--- src/rtl/crc_stream_engine.sv ---
// crc_stream_engine: parametrised streaming CRC engine with valid/ready input and start/done result.
// Optional feature macro: CRC_CHECK_EN adds the RESIDUE parameter and the crc_ok output.
// Ports:
//   clock        rising-edge system clock
//   reset        synchronous active-low reset
//   start_port   begin a new frame (accepted in IDLE and FINAL)
//   data         input word, byte 0 = data[7:0] processed first
//   data_valid   input word valid
//   data_last    final word of the frame
//   data_keep    byte enables, only honoured on the last beat
//   data_ready   engine accepts a word this cycle
//   busy         frame in progress
//   done_port    one-cycle pulse when return_port is updated
//   return_port  final CRC (register XOR XOR_OUT), held until the next done_port
//   crc_ok       residue match, registered with done_port (CRC_CHECK_EN only)
module crc_stream_engine #(
    parameter int          DATA_W    = 8,
    parameter int          CRC_W     = 32,
    parameter logic [31:0] POLY      = 32'h04C11DB7,
    parameter logic [31:0] INIT      = 32'hFFFFFFFF,
    parameter logic [31:0] XOR_OUT   = 32'hFFFFFFFF,
    parameter int          LSB_FIRST = 1
`ifdef CRC_CHECK_EN
    ,
    parameter logic [31:0] RESIDUE   = 32'hDEBB20E3
`endif
) (
    input  logic                clock,
    input  logic                reset,
    input  logic                start_port,
    input  logic [DATA_W-1:0]   data,
    input  logic                data_valid,
    input  logic                data_last,
    input  logic [DATA_W/8-1:0] data_keep,
    output logic                data_ready,
    output logic                busy,
    output logic                done_port,
    output logic [CRC_W-1:0]    return_port
`ifdef CRC_CHECK_EN
    ,
    output logic                crc_ok
`endif
);
    localparam int NB = DATA_W / 8;
    localparam logic [1:0] IDLE  = 2'd0;
    localparam logic [1:0] RUN   = 2'd1;
    localparam logic [1:0] FINAL = 2'd2;

    function automatic logic [CRC_W-1:0] reflect(input logic [CRC_W-1:0] v);
        logic [CRC_W-1:0] r;
        for (int i = 0; i < CRC_W; i++) r[i] = v[CRC_W-1-i];
        return r;
    endfunction

    localparam logic [CRC_W-1:0] P      = POLY[CRC_W-1:0];
    localparam logic [CRC_W-1:0] RP     = reflect(POLY[CRC_W-1:0]);
    localparam logic [CRC_W-1:0] INIT_V = INIT[CRC_W-1:0];
    localparam logic [CRC_W-1:0] XO_V   = XOR_OUT[CRC_W-1:0];

    // Serial bitwise CRC over the first n bytes of w, fully unrolled into one cycle.
    function automatic logic [CRC_W-1:0] update(input logic [CRC_W-1:0] c_in,
                                                input logic [DATA_W-1:0] w, input int n);
        logic [CRC_W-1:0] c;
        logic fb;
        c = c_in;
        for (int b = 0; b < NB; b++) begin
            if (b < n) begin
                for (int i = 0; i < 8; i++) begin
                    if (LSB_FIRST != 0) begin
                        fb = c[0] ^ w[8*b+i];
                        c  = (c >> 1) ^ (fb ? RP : '0);
                    end else begin
                        fb = c[CRC_W-1] ^ w[8*b+7-i];
                        c  = (c << 1) ^ (fb ? P : '0);
                    end
                end
            end
        end
        return c;
    endfunction

    logic [1:0]       state;
    logic [CRC_W-1:0] crc_reg;
    int               nbytes;

    // Last beat: bytes up to the first cleared keep bit; anything beyond is dropped.
    always_comb begin
        nbytes = NB;
        if (data_last) begin
            for (int b = NB - 1; b >= 0; b--) if (!data_keep[b]) nbytes = b;
        end
    end

    assign data_ready = state == RUN;
    assign busy       = state != IDLE;

    always_ff @(posedge clock) begin
        if (!reset) begin
            state       <= IDLE;
            crc_reg     <= INIT_V;
            return_port <= '0;
            done_port   <= 1'b0;
`ifdef CRC_CHECK_EN
            crc_ok      <= 1'b0;
`endif
        end else begin
            done_port <= state == FINAL;
            case (state)
                IDLE: begin
                    if (start_port) begin
                        crc_reg <= INIT_V;
                        state   <= RUN;
                    end
                end
                RUN: begin
                    if (data_valid) begin
                        crc_reg <= update(crc_reg, data, nbytes);
                        if (data_last) state <= FINAL;
                    end
                end
                FINAL: begin
                    return_port <= crc_reg ^ XO_V;
`ifdef CRC_CHECK_EN
                    crc_ok      <= crc_reg == RESIDUE[CRC_W-1:0];
`endif
                    if (start_port) crc_reg <= INIT_V;
                    state <= start_port ? RUN : IDLE;
                end
                default: state <= IDLE;
            endcase
        end
    end
endmodule
--- config.mk ---
export PLATFORM = sky130hd
export DESIGN_NAME = crc_stream_engine
export DESIGN_NICKNAME = d
export VERILOG_FILES = /design/src/rtl/crc_stream_engine.sv
export SDC_FILE = /design/constraint.sdc
export NUM_CORES = 1
export LEC_CHECK = 0
export BUFFER_PORTS_ARGS = -buffer_cell sky130_fd_sc_hd__buf_2
export CORE_AREA = 2 2 77 79
export DETAILED_ROUTE_END_ITERATION = 8
export DIE_AREA = 0 0 79 81
export PLACE_DENSITY_LB_ADDON = 0.12
export SLEW_MARGIN = 20
export SYNTH_ARGS = -nofsm -noshare
export SYNTH_HDL_FRONTEND = slang
export SYNTH_SLANG_ARGS = --single-unit
--- constraint.sdc ---
create_clock -name clock -period 2.6 [get_ports clock]
set_input_delay 0.52 -clock clock [delete_from_list [all_inputs] [get_ports clock]]
set_output_delay 0.52 -clock clock [all_outputs]
set_load 0.02 [all_outputs]
==> results.ini, run 1 <==
[routing]
drc = 0
wl_met2_um = 2783
drt_first_pass_iters = 4
wl_per_cell_um = 14.11
vias = 2281
drtAntennaViolNets = 0
viasPerCell = 5.103
drt_iter0_drc = 76
drt_wl_total_um = 6305
drt-met1-wl_um = 3110
dr_wl_met3_um = 249
top_layer = met4

[clock_tree]
cts_tree = built
cts_made_buffers = 9
postCtsHoldBufs = 0
clock_latency_ns = 0.34
htreeDepth = 3
post-cts-setup-buffer-count = 0
cts.sinks = 67
cts.repair.resized = 0
clockBufferDepth = 2
root_buffer = clkbuf_8
clk_pin_slew_ns = 0.07

[critical_path]
path_cells = xor2_4 > xnor3_2 > xnor3_2 > xnor2_1 > a21oi_1
crit_path_end_kind = register
slowest_stage = xnor3_2
worstPathRequired_ns = 2.81
reg2reg_depth = 5
critPathLaunchType = register
max_stage_delay_ns = 0.54
cp_common_cell = xnor3_2
path_max_fanout = 8
r2r-start = crc_reg[1]
r2r-end = crc_reg[20]
arrival_ns = 2.32
reg2reg_slack_ns = 0.49
critPathKind = register to register

[sta]
worstMarginPinSlew_ns = 0.5256
min_period_ns = 2.109
rsz0062_at_grt = false
final.setup_skew_ns = 0.006758
relSlewSlack = 0.6479
hold_viol_final = 0
post-route-period-util = 0.8112
finalSetupViolCount = 0
hold_slack_ns = 0.4204
tns_ns = 0
drv_slew = 0
max_freq_mhz = 474.2
timing.final.ws_setup_ns = 0.4910

[layout]
drive_gt1_frac = 0.2392
fillers = 516
post-route-util = 0.6305
flow.area_growth_from_synthesis_pct = 17.26
final_nets = 382
fin_area_mm2 = 0.003578
diodes = 0

[worst_hold_path]
min_from = reset
min_to = crc_reg[27]
min_path_type = input port to register
hold_depth = 2

[yosys]
syn_area_per_cell_um2 = 9.596
synth_edf_count = 0
ys_top_cells_by_area = dfxtp_1 44%, xnor2_1 9.2%, nor2_1 6.9%, xor2_1 5.2%, a211oi_1 4.4%
yosysSeqAreaShare = 0.4395
syn_inst = 318
ys_async_sr_fraction = 0
yosys_warnings = 0
synth_area_leader_cell = dfxtp_1
synth_ff_type = dfxtp_1
synth.most_common_cell = dfxtp_1
syn-num-nets = 332
yosys_register_bits = 67
netlist_area_mm2 = 0.003052
yosysTopAreaCellShare = 0.4395
synthTopCellsByCount = 67 x dfxtp_1, 56 x nor2_1, 32 x xnor2_1, 26 x nand2_1
yosysUniqueCellTypes = 26

[floorplanning]
fp.dieW_um = 79
fp.dieH_um = 81
ios = 49
start_util = 0.5377
die_area_mm2 = 0.006399
coreArea_mm2 = 0.005675
rows = 28

[placement]
dpl.hpwl_um = 4471
dpl_worst_slack_ns = 0.2844
place.gp.congestion = 0.7902
placed_area_mm2 = 0.003396
numPortBuffers = 48

[grt]
grt_first_pass_wirelength_um = 10030
grt_pass1_vias = 2012
overflow = 0
grt_max_degree = 37
track_usage = 0.2085
antenna_found_initial = 0

[status]
status = completed

[power]
ir_drop_uv = 393.4
power.density_mw_per_mm2 = 696.0
leakage_uw = 0.001456

[run]
cap_viol_max_count = 0

## metal layers
metal | GRT usage | vias to the layer above
met3 | 0.04889 | 12
met5 | 0 | -
met4 | 0.1190 | 0
met1 | 0.2815 | 1037
li1 | - | 1171
met2 | 0.3076 | 61
## stage by stage
stage	std cells	total power, µW
floorplan	318	1581
finish	447	2491
global placement	432	1694
detailed placement	432	1700
global route	447	2600
CTS	447	2513
## report_power, final
part           leakage, µW  total (µW)  internal (µW)  switching [µW]
sequential        0.000543        1090           1060            33.6
combinational     0.000825         585            314             271
clock            0.0000881         814            434             380
total              0.00146        2490           1810             685
## layout by cell type (no fill, tap or decap), drive strengths merged
cell	count
xnor3	9
a211oi	18
nand3	6
a21oi	21
buf	59
nor2	56
nand2b	2
clkinv	2
nand2	26
bufinv	1
nand4	1
a31o	1
clkinvlp	2
o22a	1
clkbuf	10
inv	1
dfxtp	67
xor2	19
xor3	2
xnor2	38
o22ai	21
nor2b	3
o21ai	4
or2	2
## critical path, delay by kind of cell, from the launching register on
family / cells / cell delay (ns)
compound gates: 1 / 0.08
xor+xnor: 4 / 1.46
flops: 1 / 0.45
## cell type report
cell class	count	area (µm²)	area share
clock buffers	10	127.6	0.03566
clock inverters	5	55.05	0.01538
repair buffers	59	322.8	0.09021
flip-flops and latches	67	1341	0.3748
well taps	75	93.84	0.02622
multi-input cells	230	1634	0.4566
inverters	1	3.754	0.001049
## cells by family after synthesis
family	Yosys count	share of synthesized area
AO/OA/AOI/OAI	66	0.1341
AND/OR/NAND/NOR	96	0.1271
buffers and inverters	21	0.02583
flip-flops	67	0.4395
XOR/XNOR	68	0.2735
## worst max-delay path by stage
stage / start / end
after global routing: crc_reg[1] / crc_reg[23]
final: crc_reg[1] / crc_reg[20]
after detailed placement: data[1] / crc_reg[20]
after floorplan: data[3] / crc_reg[20]
after global placement: data[1] / crc_reg[20]
after CTS: crc_reg[1] / crc_reg[20]
No activity file was read; power rests on OpenSTA's default activity.
==> run 2: changes to the inputs <==
--- a/config.mk
+++ b/config.mk
@@ -5,10 +5,11 @@
 export SDC_FILE = /design/constraint.sdc
 export NUM_CORES = 1
 export LEC_CHECK = 0
+export ABC_AREA = 1
 export BUFFER_PORTS_ARGS = -buffer_cell sky130_fd_sc_hd__buf_2
-export CORE_AREA = 2 2 77 79
+export CORE_AREA = 2 2 83 85
 export DETAILED_ROUTE_END_ITERATION = 8
-export DIE_AREA = 0 0 79 81
+export DIE_AREA = 0 0 85 87
 export PLACE_DENSITY_LB_ADDON = 0.12
 export SLEW_MARGIN = 20
 export SYNTH_ARGS = -nofsm -noshare
==> constraint.sdc (replaced) <==
create_clock -name clock -period 2 [get_ports clock]
set_input_delay 0.4 -clock clock [delete_from_list [all_inputs] [get_ports clock]]
set_output_delay 0.4 -clock clock [all_outputs]
set_load 0.02 [all_outputs]
==> results.ini, run 2 <==
[critical_path]
path_cells = inv_2 > nor2_2 > o211ai_1 > nand2_2 > buf_4 > o21ai_0 > o21bai_1
critical-path-top-delay-family = compound AO/OA/AOI/OAI gates
critPathKind = register to register
max_stage_delay_ns = 0.35  ; -0.19 ns
worstPathRequired_ns = 2.23  ; -0.58 ns
crit_path_end_kind = register
slowest_stage = dfxtp_1
path_max_fanout = 25  ; +17
critPathLaunchType = register
arrival_ns = 1.93  ; -0.39 ns
cp_num_buf_inv = 2  ; +2

[sta]
drv_slew = 0  ; unchanged
rsz0062_at_grt = false
tns_ns = 0  ; unchanged
final.setup_skew_ns = 0.01099  ; +0.004236 ns
worstMarginPinSlew_ns = 0.5409  ; +0.01531 ns
max_freq_mhz = 589.7  ; +24%
relSlewSlack = 0.6390  ; -0.008881
min_period_ns = 1.696  ; -0.4132 ns
hold_viol_final = 0  ; unchanged
post-route-period-util = 0.8479  ; +0.03673
finalSetupViolCount = 0  ; unchanged

[clock_tree]
postCtsHoldBufs = 0  ; unchanged
clockBufferDepth = 2  ; unchanged
cts.repair.resized = 0  ; unchanged
root_buffer = clkbuf_8
htreeDepth = 3  ; unchanged
cts_made_buffers = 9  ; unchanged
clk_pin_slew_ns = 0.07  ; about the same
post-cts-setup-buffer-count = 0  ; unchanged
clock_latency_ns = 0.34  ; about the same
cts.sinks = 67  ; unchanged
cts_tree = built

[placement]
dpl.hpwl_um = 7119  ; +59%
dp.cells = 632  ; +46%
place.gp.congestion = 0.9683  ; +23%
numPortBuffers = 48  ; unchanged
placed_area_mm2 = 0.003906  ; +15%

[status]
status = completed

[grt]
grt_first_pass_wirelength_um = 16370  ; +63%
antenna_found_initial = 0  ; unchanged
track_usage = 0.2840  ; +0.07551
grt_pass1_vias = 3347  ; +66%
overflow = 0  ; unchanged
grt_max_degree = 35  ; -5.4%

[yosys]
syn_inst = 515  ; +62%
synth_top_family_by_area = simple AND/OR/NAND/NOR gates
syn_area_per_cell_um2 = 6.968  ; -27%
yosys_warnings = 0  ; unchanged
yosysTopAreaCellShare = 0.3738  ; -0.06574
ys_async_sr_fraction = 0  ; unchanged
yosysSeqAreaShare = 0.3738  ; -0.06574
synth.most_common_cell = nand2_1
synth_fa_ha_area_frac = 0  ; unchanged
synth_ff_type = dfxtp_1
synth_compound_area_frac = 0.1733  ; +0.03922
synthSimpleGateAreaFrac = 0.3068  ; +0.1797
synth_area_leader_cell = dfxtp_1
synth_edf_count = 0  ; unchanged
ys_top_cells_by_area = dfxtp_1 37%, nand2_1 15%, o21ai_0 8.5%, nand3_1 5.9%, a21oi_1 5.2%
synthMuxAreaShare = 0  ; unchanged
synth-xor-area-share = 0.05579  ; -0.2177
synthTopCellsByCount = 143 x nand2_1, 67 x dfxtp_1, 61 x o21ai_0, 42 x nand3_1, 41 x inv_1
netlist_area_mm2 = 0.003588  ; +18%
syn-num-nets = 529  ; +59%
yosysUniqueCellTypes = 31  ; +19%
yosys_register_bits = 67  ; unchanged

[floorplanning]
fp.dieW_um = 85  ; +7.6%
ios = 49  ; unchanged
rows = 30  ; +7.1%
die_area_mm2 = 0.007395  ; +16%
fp.dieH_um = 87  ; +7.4%
coreArea_mm2 = 0.006569  ; +16%
start_util = 0.5463  ; +0.008587

[routing]
wl_per_cell_um = 14.99  ; +6.2%
drc = 0  ; unchanged
vias = 3501  ; +53%
drtAntennaViolNets = 0  ; unchanged
viasPerCell = 5.403  ; +5.9%
drt_iter0_drc = 228  ; +200%
drt_wl_total_um = 9711  ; +54%
drt_first_pass_iters = 5  ; +1

[power]
leakage_uw = 0.002161  ; +48%
power_frac_comb = 0.255  ; +0.020
intPower_uw = 2609  ; +44%
p_sw_frac = 0.3266  ; +0.05172
power_frac_seq = 0.384  ; -0.054
p_sw_uw = 1266  ; +85%
power.density_mw_per_mm2 = 932.3  ; +34%
clkPwrFrac = 0.361  ; +0.034
ir_drop_uv = 589.6  ; +50%
power_uw = 3875  ; +56%

[layout]
final_common_cell = nand2_1
flow.area_growth_from_synthesis_pct = 15.83
drive_gt1_frac = 0.2113  ; -0.02798
post-route-util = 0.6328  ; +0.002251
fillers = 580  ; +12%
final_nets = 577  ; +51%
stdcell_count = 648  ; +45%
final_cell_mix = 143 x nand2_1, 67 x dfxtp_1, 61 x o21ai_0
diodes = 0  ; unchanged
fin_area_mm2 = 0.004156  ; +16%

[worst_hold_path]
min_path_type = input port to register

[run]
cap_viol_max_count = 0  ; unchanged

## run 2: cell count changes after synthesis, sizes merged, moves of 18 or more
cell    previous run  this run
nand2             26       170
nand3              6        42
nor2              56        16
inv                1        53
o22ai             21         2
a211oi            18         0
o21ai              4        62
xnor2             38         8
## run 2: per-layer routing
metal / share of wire / GRT usage / vias up / wire, µm
li1: - / - / 1756 / -
met1: 0.44 / 0.3565 / 1609 / 4272
met2: 0.48 / 0.4822 / 105 / 4664
met3: 0.044 / 0.03981 / 31 / 430
met4: 0.035 / 0.1342 / 0 / 343
met5: 0 / 0 / - / 0
## run 2: path summary, 6_finish.rpt
kind,cells after the start,startpoint,to,slack (ns)
min,3,data_valid,state[1],0.31
max reg2reg,7,state[0],crc_reg[8],0.30
max,7,state[0],crc_reg[8],0.30
min reg2reg,1,crc_reg[11],return_port[11],0.44
## run 2: area by class of cell
type / count / area, µm² / share of cell area
clock buffers: 10 / 137.6 / 0.03311
clock inverters: 6 / 112.6 / 0.02709
inverters: 53 / 206.4 / 0.04967
multi-input cells: 372 / 1928 / 0.4639
flip-flops and latches: 67 / 1341 / 0.3227
well taps: 80 / 100.1 / 0.02408
repair buffers: 60 / 330.3 / 0.07947
## run 2: tightest hold or removal path, stage by stage
cell	delay, ns
buf_2	0.10
inv_1	0.06
nor3_1	0.05
## run 2: power by group through the flow
stage | combinational (µW) | clock (µW) | sequential [µW]
final | 987 | 1400 | 1490
after global routing | 1120 | 1480 | 1500
after CTS | 983 | 1420 | 1490
after detailed placement | 975 | 0 | 1520
after global placement | 969 | 0 | 1520
after floorplan | 739 | 0 | 1510
## run 2: logic make-up (layout without fill, tap and decap cells)
family          after synthesis  count (layout)
compound gates              115             115
xor+xnor                     22              22
buf+inv                      76             129
flops                        67              67
simple gates                235             235
## run 2: stage by stage
stage	worst slack [ns]	hold WS [ns]
after floorplan	0.5193	0.4058
after global placement	0.2008	0.4137
after detailed placement	0.1805	0.4262
after CTS	0.3033	0.3027
after global routing	0.1505	0.3200
final	0.3042	0.3122
==> run 3: changes to the inputs <==
--- a/config.mk
+++ b/config.mk
@@ -7,9 +7,9 @@
 export LEC_CHECK = 0
 export ABC_AREA = 1
 export BUFFER_PORTS_ARGS = -buffer_cell sky130_fd_sc_hd__buf_2
-export CORE_AREA = 2 2 83 85
+export CORE_AREA = 2 2 87 89
 export DETAILED_ROUTE_END_ITERATION = 8
-export DIE_AREA = 0 0 85 87
+export DIE_AREA = 0 0 89 91
 export PLACE_DENSITY_LB_ADDON = 0.12
 export SLEW_MARGIN = 20
 export SYNTH_ARGS = -nofsm -noshare
==> constraint.sdc (replaced) <==
create_clock -name clock -period 1.4 [get_ports clock]
set_input_delay 0.28 -clock clock [delete_from_list [all_inputs] [get_ports clock]]
set_output_delay 0.28 -clock clock [all_outputs]
set_load 0.02 [all_outputs]
==> results.ini, run 3 (synthesis results as in run 2) <==
[floorplanning]
rows = 31  ; +3.3%
fp.dieW_um = 89  ; +4.7%
ios = 49  ; unchanged
die_area_mm2 = 0.008099  ; +9.5%
coreArea_mm2 = 0.007137  ; +8.6%
fp.dieH_um = 91  ; +4.6%
start_util = 0.5028  ; -0.04348

[sta]
worstMarginPinSlew_ns = 0.2867  ; -0.2543 ns
relSlewSlack = 0.8086  ; +0.1696
min_period_ns = 1.528  ; -0.1674 ns
post-route-period-util = 1.092  ; +0.2438
rsz0062_at_grt = true
timing.final.ws_setup_ns = -0.1284  ; -0.4326 ns
drv_slew = 0  ; unchanged
max_freq_mhz = 654.3  ; +11%
hold_slack_ns = 0.1982  ; -0.1140 ns
finalSetupViolCount = 19  ; +19
final.setup_skew_ns = 0.01026  ; -0.0007326 ns
hold_viol_final = 0  ; unchanged

[run]
cap_viol_max_count = 0  ; unchanged

[layout]
fin_area_mm2 = 0.005380  ; +29%
drive_gt1_frac = 0.4268  ; +0.2155
final_common_cell = nand2_1
final_cell_mix = 104 x nand2_1, 58 x dfxtp_1, 57 x buf_4
stdcell_count = 734  ; +13%
flow.area_growth_from_synthesis_pct = 49.93
fillers = 580  ; unchanged
diodes = 0  ; unchanged
final_nets = 645  ; +12%

[critical_path]
worstPathRequired_ns = 1.63  ; -0.60 ns
max_stage_delay_ns = 0.34  ; about the same
critPathLaunchType = register
path_max_fanout = 5  ; -80%
crit_path_end_kind = register
critPathKind = register to register
arrival_ns = 1.76  ; -0.17 ns
critical-path-top-delay-family = simple AND/OR/NAND/NOR gates
cp_num_buf_inv = 2  ; unchanged
path_cells = inv_2 > nand2_2 > nand2_4 > nand2_4 > buf_4 > nand3_4 > nand2_4 > nand2_4 > nand2_4 > nand2_2 > nand3_1 > nand2_1 > nand2_1
slowest_stage = dfxtp_2
cp_common_cell = nand2_4

[grt]
track_usage = 0.2791  ; -0.004897
antenna_found_initial = 0  ; unchanged
busiest_layer = met2
overflow = 0  ; unchanged
grt_first_pass_wirelength_um = 17420  ; +6.4%
grt_pass1_vias = 3614  ; +8.0%
grt_max_degree = 38  ; +8.6%
gr-usage-met1 = 0.3584  ; +0.001883
met2_usage = 0.4602  ; -0.02205
met3_usage = 0.06000  ; +0.02019

[placement]
dpl.hpwl_um = 7521  ; +5.6%
dp.cells = 693  ; +9.7%
numPortBuffers = 48  ; unchanged
place.gp.congestion = 0.9446  ; -2.4%
placed_area_mm2 = 0.004350  ; +11%

[worst_hold_path]
min_path_type = input port to register

[clock_tree]
htreeDepth = 3  ; unchanged
root_buffer = clkbuf_8
clk_pin_slew_ns = 0.08  ; about the same
clockBufferDepth = 2  ; unchanged
postCtsHoldBufs = 0  ; unchanged
cts.sinks = 67  ; unchanged
cts_tree = built
cts_made_buffers = 9  ; unchanged
clock_latency_ns = 0.34  ; about the same

[routing]
wl_per_cell_um = 15.37  ; +2.5%
drt_wl_total_um = 11280  ; +16%
drt_first_pass_iters = 4  ; -1
viasPerCell = 5.185  ; -4.0%
drc = 0  ; unchanged
drt_iter0_drc = 199  ; -13%
drtAntennaViolNets = 0  ; unchanged
vias = 3806  ; +8.7%

[power]
leakage_uw = 0.002704  ; +25%
power.density_mw_per_mm2 = 1166  ; +25%
ir_drop_uv = 713.1  ; +21%

[status]
violations = setup timing
status = finished with violations

## run 3: changes by cell type in the layout (fill, tap and decap cells not counted), sizes merged
cell	change
clkinvlp	+1
buf	+68
inv	+1
bufinv	-1
clkbuf	-1
clkinv	-1
## run 3: layout make-up
| class | instances | area [µm²] | area share |
|---|---|---|---|
| clock inverters | 6 | 90.09 | 0.01674 |
| clock buffers | 9 | 123.9 | 0.02302 |
| inverters | 53 | 224.0 | 0.04163 |
| repair buffers | 128 | 1010 | 0.1877 |
| well taps | 99 | 123.9 | 0.02302 |
| flip-flops and latches | 67 | 1365 | 0.2537 |
| multi-input cells | 372 | 2444 | 0.4542 |
## run 3: layer usage
| layer | vias to the layer above | share of wire | wire, µm |
|---|---|---|---|
| met4 | 0 | 0.035 | 393 |
| met3 | 25 | 0.041 | 464 |
| li1 | 1884 | - | - |
| met5 | - | 0 | 0 |
| met1 | 1788 | 0.43 | 4827 |
| met2 | 109 | 0.50 | 5594 |
## run 3: worst register-to-register path, cell delays in order (launching register included)
cell     delay [ns]
dfxtp_2        0.34
inv_2          0.08
nand2_2        0.07
nand2_4        0.14
nand2_4        0.09
buf_4          0.16
nand3_4        0.08
nand2_4        0.07
nand2_4        0.08
nand2_4        0.06
nand2_2        0.06
nand3_1        0.07
nand2_1        0.08
nand2_1        0.04
## run 3: report_power, final
group	internal (µW)	leakage [µW]	total, µW	switching (µW)
Sequential	2020	0.000547	2150	127
Clock	999	0.000106	1780	777
Combinational	1040	0.00205	2350	1310
## run 3: worst paths after layout
kind / start / to / slack [ns] / cells after the start
setup reg to reg: crc_reg[0] / crc_reg[19] / -0.13 / 13
hold / removal: data_valid / state[1] / 0.20 / 3
setup / recovery: crc_reg[0] / crc_reg[19] / -0.13 / 13
hold reg to reg: crc_reg[10] / return_port[10] / 0.44 / 1
## run 3: what timing repair did
action | CTS | global route
gates cloned | 0 | 0
buffers inserted | 18 | 8
pin swaps | 34 | 40
resized for setup | 80 | 82
setup endpoints to repair | 27 | 33
hold endpoints to repair | 0 | 0
## run 3: through the flow
step	power [µW]	utilization	TNS, ns	worst slack (ns)
final	6275	0.7539	-1.287	-0.1284
after global routing	6617	0.7539	-3.568	-0.2335
after CTS	5935	0.6927	-0.7958	-0.08378
after detailed placement	3840	0.6096	-2.650	-0.2231
after global placement	3821	0.6096	-2.243	-0.2738
after floorplan	3214	-	0	0.02920
